<file path="src/rtl/apb_st_pkg.sv">
// Shared types and width helpers for the APB4 memory-backed completer.
package apb_st_pkg;
  localparam int ADDR_WIDTH_DEF = 32;
  localparam int DATA_WIDTH_DEF = 32;

  typedef enum logic [1:0] {IDLE, WAIT, RESP} state_t;

  function automatic int bytes_per_word(input int dw);
    return dw / 8;
  endfunction

  function automatic int offset_bits(input int dw);
    return $clog2(dw / 8);
  endfunction
endpackage

</file>
<file path="src/rtl/apb_st_regfile.sv">
// Byte-writable word store: synchronous clear, byte-enable write, combinational read.
module apb_st_regfile #(
  parameter int DATA_WIDTH = 32,
  parameter int DEPTH      = 16,
  parameter int IDX_W      = 4
) (
  input  logic                    clk,
  input  logic                    reset_n,
  input  logic                    we,
  input  logic [IDX_W-1:0]        waddr,
  input  logic [DATA_WIDTH-1:0]   wdata,
  input  logic [DATA_WIDTH/8-1:0] wstrb,
  input  logic [IDX_W-1:0]        raddr,
  output logic [DATA_WIDTH-1:0]   rdata
);
  localparam int SW = DATA_WIDTH / 8;

  logic [DEPTH-1:0][DATA_WIDTH-1:0] mem;

  always_ff @(posedge clk) begin
    if (!reset_n) begin
      mem <= '0;
    end else if (we) begin
      for (int b = 0; b < SW; b++)
        if (wstrb[b]) mem[waddr][b*8 +: 8] <= wdata[b*8 +: 8];
    end
  end

  // Non-power-of-two depths leave index codes with no backing word.
  assign rdata = ({1'b0, raddr} < (IDX_W+1)'(DEPTH)) ? mem[raddr] : '0;
endmodule

</file>
<file path="src/rtl/apb_st_slv_mem.sv">
// APB4 completer over a byte-writable memory with programmable wait states,
// pslverr on bad accesses and a pulse on requester protocol violations.
module apb_st_slv_mem
  import apb_st_pkg::*;
#(
  parameter int                  ADDR_WIDTH = ADDR_WIDTH_DEF,
  parameter int                  DATA_WIDTH = DATA_WIDTH_DEF,
  parameter int                  DEPTH      = 16,
  parameter logic [ADDR_WIDTH-1:0] BASE_ADDR = '0
) (
  input  logic                    clk,
  input  logic                    reset_n,
  input  logic                    psel,
  input  logic                    penable,
  input  logic [ADDR_WIDTH-1:0]   paddr,
  input  logic                    pwrite,
  input  logic [DATA_WIDTH-1:0]   pwdata,
  input  logic [DATA_WIDTH/8-1:0] pstrb,
  input  logic [3:0]              wait_cycles,
  output logic [DATA_WIDTH-1:0]   prdata,
  output logic                    pready,
  output logic                    pslverr,
  output logic                    proto_err
);
  localparam int BPW   = bytes_per_word(DATA_WIDTH);
  localparam int OB    = offset_bits(DATA_WIDTH);
  localparam int IDX_W = (DEPTH > 1) ? $clog2(DEPTH) : 1;

  typedef struct packed {
    logic                  write;
    logic                  err;
    logic [IDX_W-1:0]      idx;
    logic [DATA_WIDTH-1:0] wdata;
    logic [BPW-1:0]        strb;
    logic [DATA_WIDTH-1:0] rdata;
  } req_t;

  state_t                state;
  logic [3:0]            cnt;
  req_t                  req_q, req_d, resp_src;
  logic [ADDR_WIDTH:0]   diff;
  logic [ADDR_WIDTH-1:0] word_idx;
  logic [DATA_WIDTH-1:0] rd_data;
  logic                  setup, access, mem_we;

  assign setup  = psel & ~penable;
  assign access = psel & penable;

  // One extra bit so an address below the base shows up as a borrow, not a wrap.
  assign diff     = {1'b0, paddr} - {1'b0, BASE_ADDR};
  assign word_idx = diff[ADDR_WIDTH-1:0] >> OB;

  always_comb begin
    req_d       = '0;
    req_d.write = pwrite;
    req_d.idx   = word_idx[IDX_W-1:0];
    req_d.wdata = pwdata;
    req_d.strb  = pstrb;
    req_d.rdata = rd_data;
    req_d.err   = diff[ADDR_WIDTH]
                | (word_idx >= ADDR_WIDTH'(DEPTH))
                | (|(paddr & ADDR_WIDTH'(BPW - 1)))
                | (~pwrite & (|pstrb));
    resp_src    = (state == IDLE) ? req_d : req_q;
  end

  assign mem_we = (state == RESP) & access & req_q.write & ~req_q.err;

  apb_st_regfile #(
    .DATA_WIDTH(DATA_WIDTH),
    .DEPTH     (DEPTH),
    .IDX_W     (IDX_W)
  ) u_regfile (
    .clk    (clk),
    .reset_n(reset_n),
    .we     (mem_we),
    .waddr  (req_q.idx),
    .wdata  (req_q.wdata),
    .wstrb  (req_q.strb),
    .raddr  (word_idx[IDX_W-1:0]),
    .rdata  (rd_data)
  );

  always_ff @(posedge clk) begin
    if (!reset_n) begin
      state     <= IDLE;
      cnt       <= '0;
      req_q     <= '0;
      prdata    <= '0;
      pready    <= 1'b0;
      pslverr   <= 1'b0;
      proto_err <= 1'b0;
    end else begin
      proto_err <= 1'b0;
      pready    <= 1'b0;
      pslverr   <= 1'b0;
      prdata    <= '0;
      case (state)
        IDLE: begin
          if (setup) begin
            req_q <= req_d;
            if (wait_cycles == 4'd0) begin
              state   <= RESP;
              pready  <= 1'b1;
              pslverr <= resp_src.err;
              prdata  <= (~resp_src.write & ~resp_src.err) ? resp_src.rdata : '0;
            end else begin
              cnt   <= wait_cycles;
              state <= WAIT;
            end
          end else if (access) begin
            proto_err <= 1'b1;
          end
        end
        WAIT: begin
          if (!access) begin
            proto_err <= 1'b1;
            state     <= IDLE;
          end else begin
            cnt <= cnt - 4'd1;
            if (cnt == 4'd1) begin
              state   <= RESP;
              pready  <= 1'b1;
              pslverr <= resp_src.err;
              prdata  <= (~resp_src.write & ~resp_src.err) ? resp_src.rdata : '0;
            end
          end
        end
        RESP: begin
          state <= IDLE;
          if (!access) proto_err <= 1'b1;
        end
        default: state <= IDLE;
      endcase
    end
  end
endmodule

</file>
<file path="config.mk">
export PLATFORM = sky130hd
export DESIGN_NAME = apb_st_slv_mem
export DESIGN_NICKNAME = d
export VERILOG_FILES = /design/src/rtl/apb_st_pkg.sv /design/src/rtl/apb_st_regfile.sv /design/src/rtl/apb_st_slv_mem.sv
export SDC_FILE = /design/constraint.sdc
export NUM_CORES = 1
export LEC_CHECK = 0
export BUFFER_PORTS_ARGS = -buffer_cell sky130_fd_sc_hd__buf_2
export CAP_MARGIN = 25
export CORE_MARGIN = 3
export CORE_UTILIZATION = 30
export CTS_CLUSTER_DIAMETER = 80
export DETAILED_ROUTE_END_ITERATION = 7
export GPL_TIMING_DRIVEN = 1
export PLACE_DENSITY = 0.5
export RECOVER_POWER = 100
export SYNTH_ARGS = -nofsm -noshare
export SYNTH_HDL_FRONTEND = slang
export SYNTH_SLANG_ARGS = --single-unit
</file>
<file path="constraint.sdc">
create_clock -name clk -period 4.7 [get_ports clk]
set_clock_uncertainty 0.2 [all_clocks]
set_input_delay 0.705 -clock clk [delete_from_list [all_inputs] [get_ports clk]]
set_output_delay 0.705 -clock clk [all_outputs]
set_load 0.05 [all_outputs]
</file>
==> reports/results.txt <==
Area growth, synth to finish = 11.30%
CP max FO = 64
Die Footprint = 101,100 um^2
n_diodes = 0
CTS tree = yes
number of core rows = 113
slew margin rel. = -16.42%
overflow left after global routing = 0
Syn Std Cell Area = 29,200 um^2
RSZ-0062 raised after global routing = no
Post-Synthesis Cells = 2,628
Starting Density = 30.51%
Initial DRT Pass Iterations = 5
Adder-Cell Fraction of Synth Area = 0.2571%
Final GP Congestion = 0.7727
Synth top area share = 42.98%
Yosys Warn Count = 0
Hold-fix buffers, CTS = 0
DRC Markers = 0
xor and xnor area share after synthesis = 0%
Die W = 318.0 um
Reg power frac = 46.4%
vias in the first global route = 20,230
die height = 318.0 um
Worst Setup Start Kind = register
Max IR drop VDD = 221.0 uV
Crit path required time = 4970 ps
DR vias/cell = 5.040
Placed Cells = 3,782
GRT Util Overall = 16.44%
fin nets = 2,674
Comb pwr share = 6.6%
postcts setup bufs = 0
Post-Syn Nets = 2,711
clk_lat worst skew = 610 ps
Max Buffers Root-to-Sink = 3
layout cells sized above 1 = 13.96%
Finished Core Util = 33.96%
Leakage = 9.753 nW
top cells by area, synth = dfxtp_1, mux2i_1, nor2b_1
Syn Area/Cell = 11.11 um^2
post-route cell area = 32,500 um^2
Clk pin slew, worst setup/hold paths = 60 ps
Final Cycle Share = 77.34%
Distinct cells, synth = 54
detailed-route via count = 19,700
clock group share of total power = 47.0%
Worst Hold Class = in -> reg
Psw = 0.002920 W
antenna violations before repair = 1
failing checks = max-capacitance violations, max-slew violations
CP Capture Type = register
Synth Area in Simple Gates = 18.00%
Power Internal = 0.008938 W
Clock Sink Count = 627
count of flip-flops with a built-in enable after synthesis = 0
max incr delay on CP = 1570 ps
largest net degree at the start of global routing = 275
final hold viol count = 0
post-CTS sizing = 0
crit-path leading delay family = simple AND/OR/NAND/NOR gates
core area = 95,720 um^2
flops & latches, synth = 627
# fillers = 9,552
Period minus WS final = 3635 ps
Routed WL = 85,090 um
mux cell area share after synthesis = 27.28%
compound-cell area share of the yosys netlist = 7.284%
number of CTS-inserted buffers = 72
HPWL Detailed = 53,340 um
critical path class = reg -> reg
post-route ant nets = 0
post-route setup TNS = 0 ps
Post-synth top flop = dfxtp_1
CP Cell Sequence = inv_1 -> ha_1 -> nand4_1 -> clkbuf_4 -> nor4_2 -> mux2i_1 -> nor2b_1
Pwr Total = 0.01186 W
port buffer count = 111
sw frac = 24.62%
setup violators final = 0
commonest cells in the netlist = dfxtp_1, mux2i_1, nor2b_1, clkbuf_1, mux4_2
top cell type by total area after synthesis = dfxtp_1
Worst Path Arrival = 3910 ps
number of max-cap violations = 28
post-route insts no fill = 3,909
Async SR Flop Fraction = 0%
Post-DP Area = 30,770 um^2
Slew @ Worst Pin = 1732 ps
register area share after synthesis = 42.98%
DRT iter0 DRCs = 1,144
CTS HTree Levels = 3
outcome = finished with violations
# IOs = 112
count leader, synth = dfxtp_1
first-pass GRT wire length = 130,100 um
WP buf/inv = 2
max-slew violations = 231
WL/cell = 21.77 um
pwr dens = 364.8 nW/um^2
Root Driver = clkbuf_16
f_max = 275.1 MHz
largest family of logic cells by synthesized area = multiplexers
CP max stage cell = nor4_2
state kept, by name (all words and copies together) (netlist names):
name / cells
state: 2
cnt: 4
prdata: 32
proto_err: 1
pslverr: 1
u_regfile.mem: 512
req_q: 74
pready: 1
layer usage:
metal	vias to the layer above	track usage [%]	routed length (um)
met2	424	27.27	39840
met5	-	0	11
met3	110	2.557	3533
met1	9860	22.20	39980
met4	2	4.498	1725
li1	9304	-	-
power by group through the flow:
stage          Combinational [W]  Clock [W]  Sequential [W]
3_5_place_dp            0.000810          0         0.00562
5_1_grt                 0.000834    0.00593         0.00551
2_1_floorplan           0.000603          0         0.00550
6_report                0.000786    0.00558         0.00550
3_3_place_gp            0.000798          0         0.00561
4_1_cts                 0.000812    0.00574         0.00550
worst min-delay path: stages:
cell,delay (ps)
buf_2,90
nand2_1,40
a21boi_0,60
path summary, 6_finish.rpt:
check                                     endpoint        from  cells after the start  slack, ps
worst min register to register           req_q[34]   req_q[34]                      2        280
worst max-delay path            u_regfile.mem[265]    state[0]                      7       1070
worst min-delay path                     req_q[61]  pwdata[25]                      3        150
worst max register to register  u_regfile.mem[265]    state[0]                      7       1070
metrics by stage:
stage / worst slack [ps] / hold slack (ps)
finish: 1065 / 147.5
global placement: 1448 / 264.8
global route: 789.5 / 139.2
CTS: 1611 / 102.4
floorplan: 2255 / 255.7
detailed placement: 1431 / 275.6
kinds of logic (layout without fill, tap and decap cells):
| logic type | count (synthesis) | in the layout |
|---|---|---|
| buffers and inverters | 276 | 292 |
| AND/OR/NAND/NOR | 755 | 755 |
| multiplexers | 677 | 677 |
| flip-flops | 627 | 627 |
| AO/OA/AOI/OAI | 287 | 287 |
| adder cells (fa/ha/maj) | 6 | 6 |
final cells by class:
type	instances	area (um^2)	share of cell area [%]
clock buffers	107	2116	6.510
clock inverters	20	234.0	0.7199
inverters	10	37.54	0.1155
multi-input cells	1725	15050	46.31
flip-flops and latches	627	12560	38.63
well taps	1265	1583	4.870
repair buffers	155	923.4	2.841
cell usage in the layout, fill, tap and decap left out, drive strengths merged, types with 3 or more instances in the layout:
| cell | netlist | final |
|---|---|---|
| a211o | 31 | 31 |
| a21boi | 45 | 45 |
| a21oi | 32 | 32 |
| a221oi | 33 | 33 |
| a22o | 32 | 32 |
| and2 | 3 | 3 |
| and3 | 3 | 3 |
| buf | 120 | 101 |
| bufinv | 0 | 3 |
| clkbuf | 146 | 161 |
| clkinv | 0 | 15 |
| dfxtp | 627 | 627 |
| ha | 6 | 6 |
| inv | 10 | 12 |
| mux2i | 580 | 580 |
| mux4 | 95 | 95 |
| nand2 | 88 | 88 |
| nand2b | 5 | 5 |
| nand4 | 4 | 4 |
| nand4b | 5 | 5 |
| nand4bb | 6 | 6 |
| nor2 | 35 | 35 |
| nor2b | 517 | 517 |
| nor4 | 58 | 58 |
| nor4b | 17 | 17 |
| o2111ai | 33 | 33 |
| o21ai | 34 | 34 |
| o22ai | 32 | 32 |
| or4b | 4 | 4 |
Note: power is estimated with default switching activity, not from simulation.
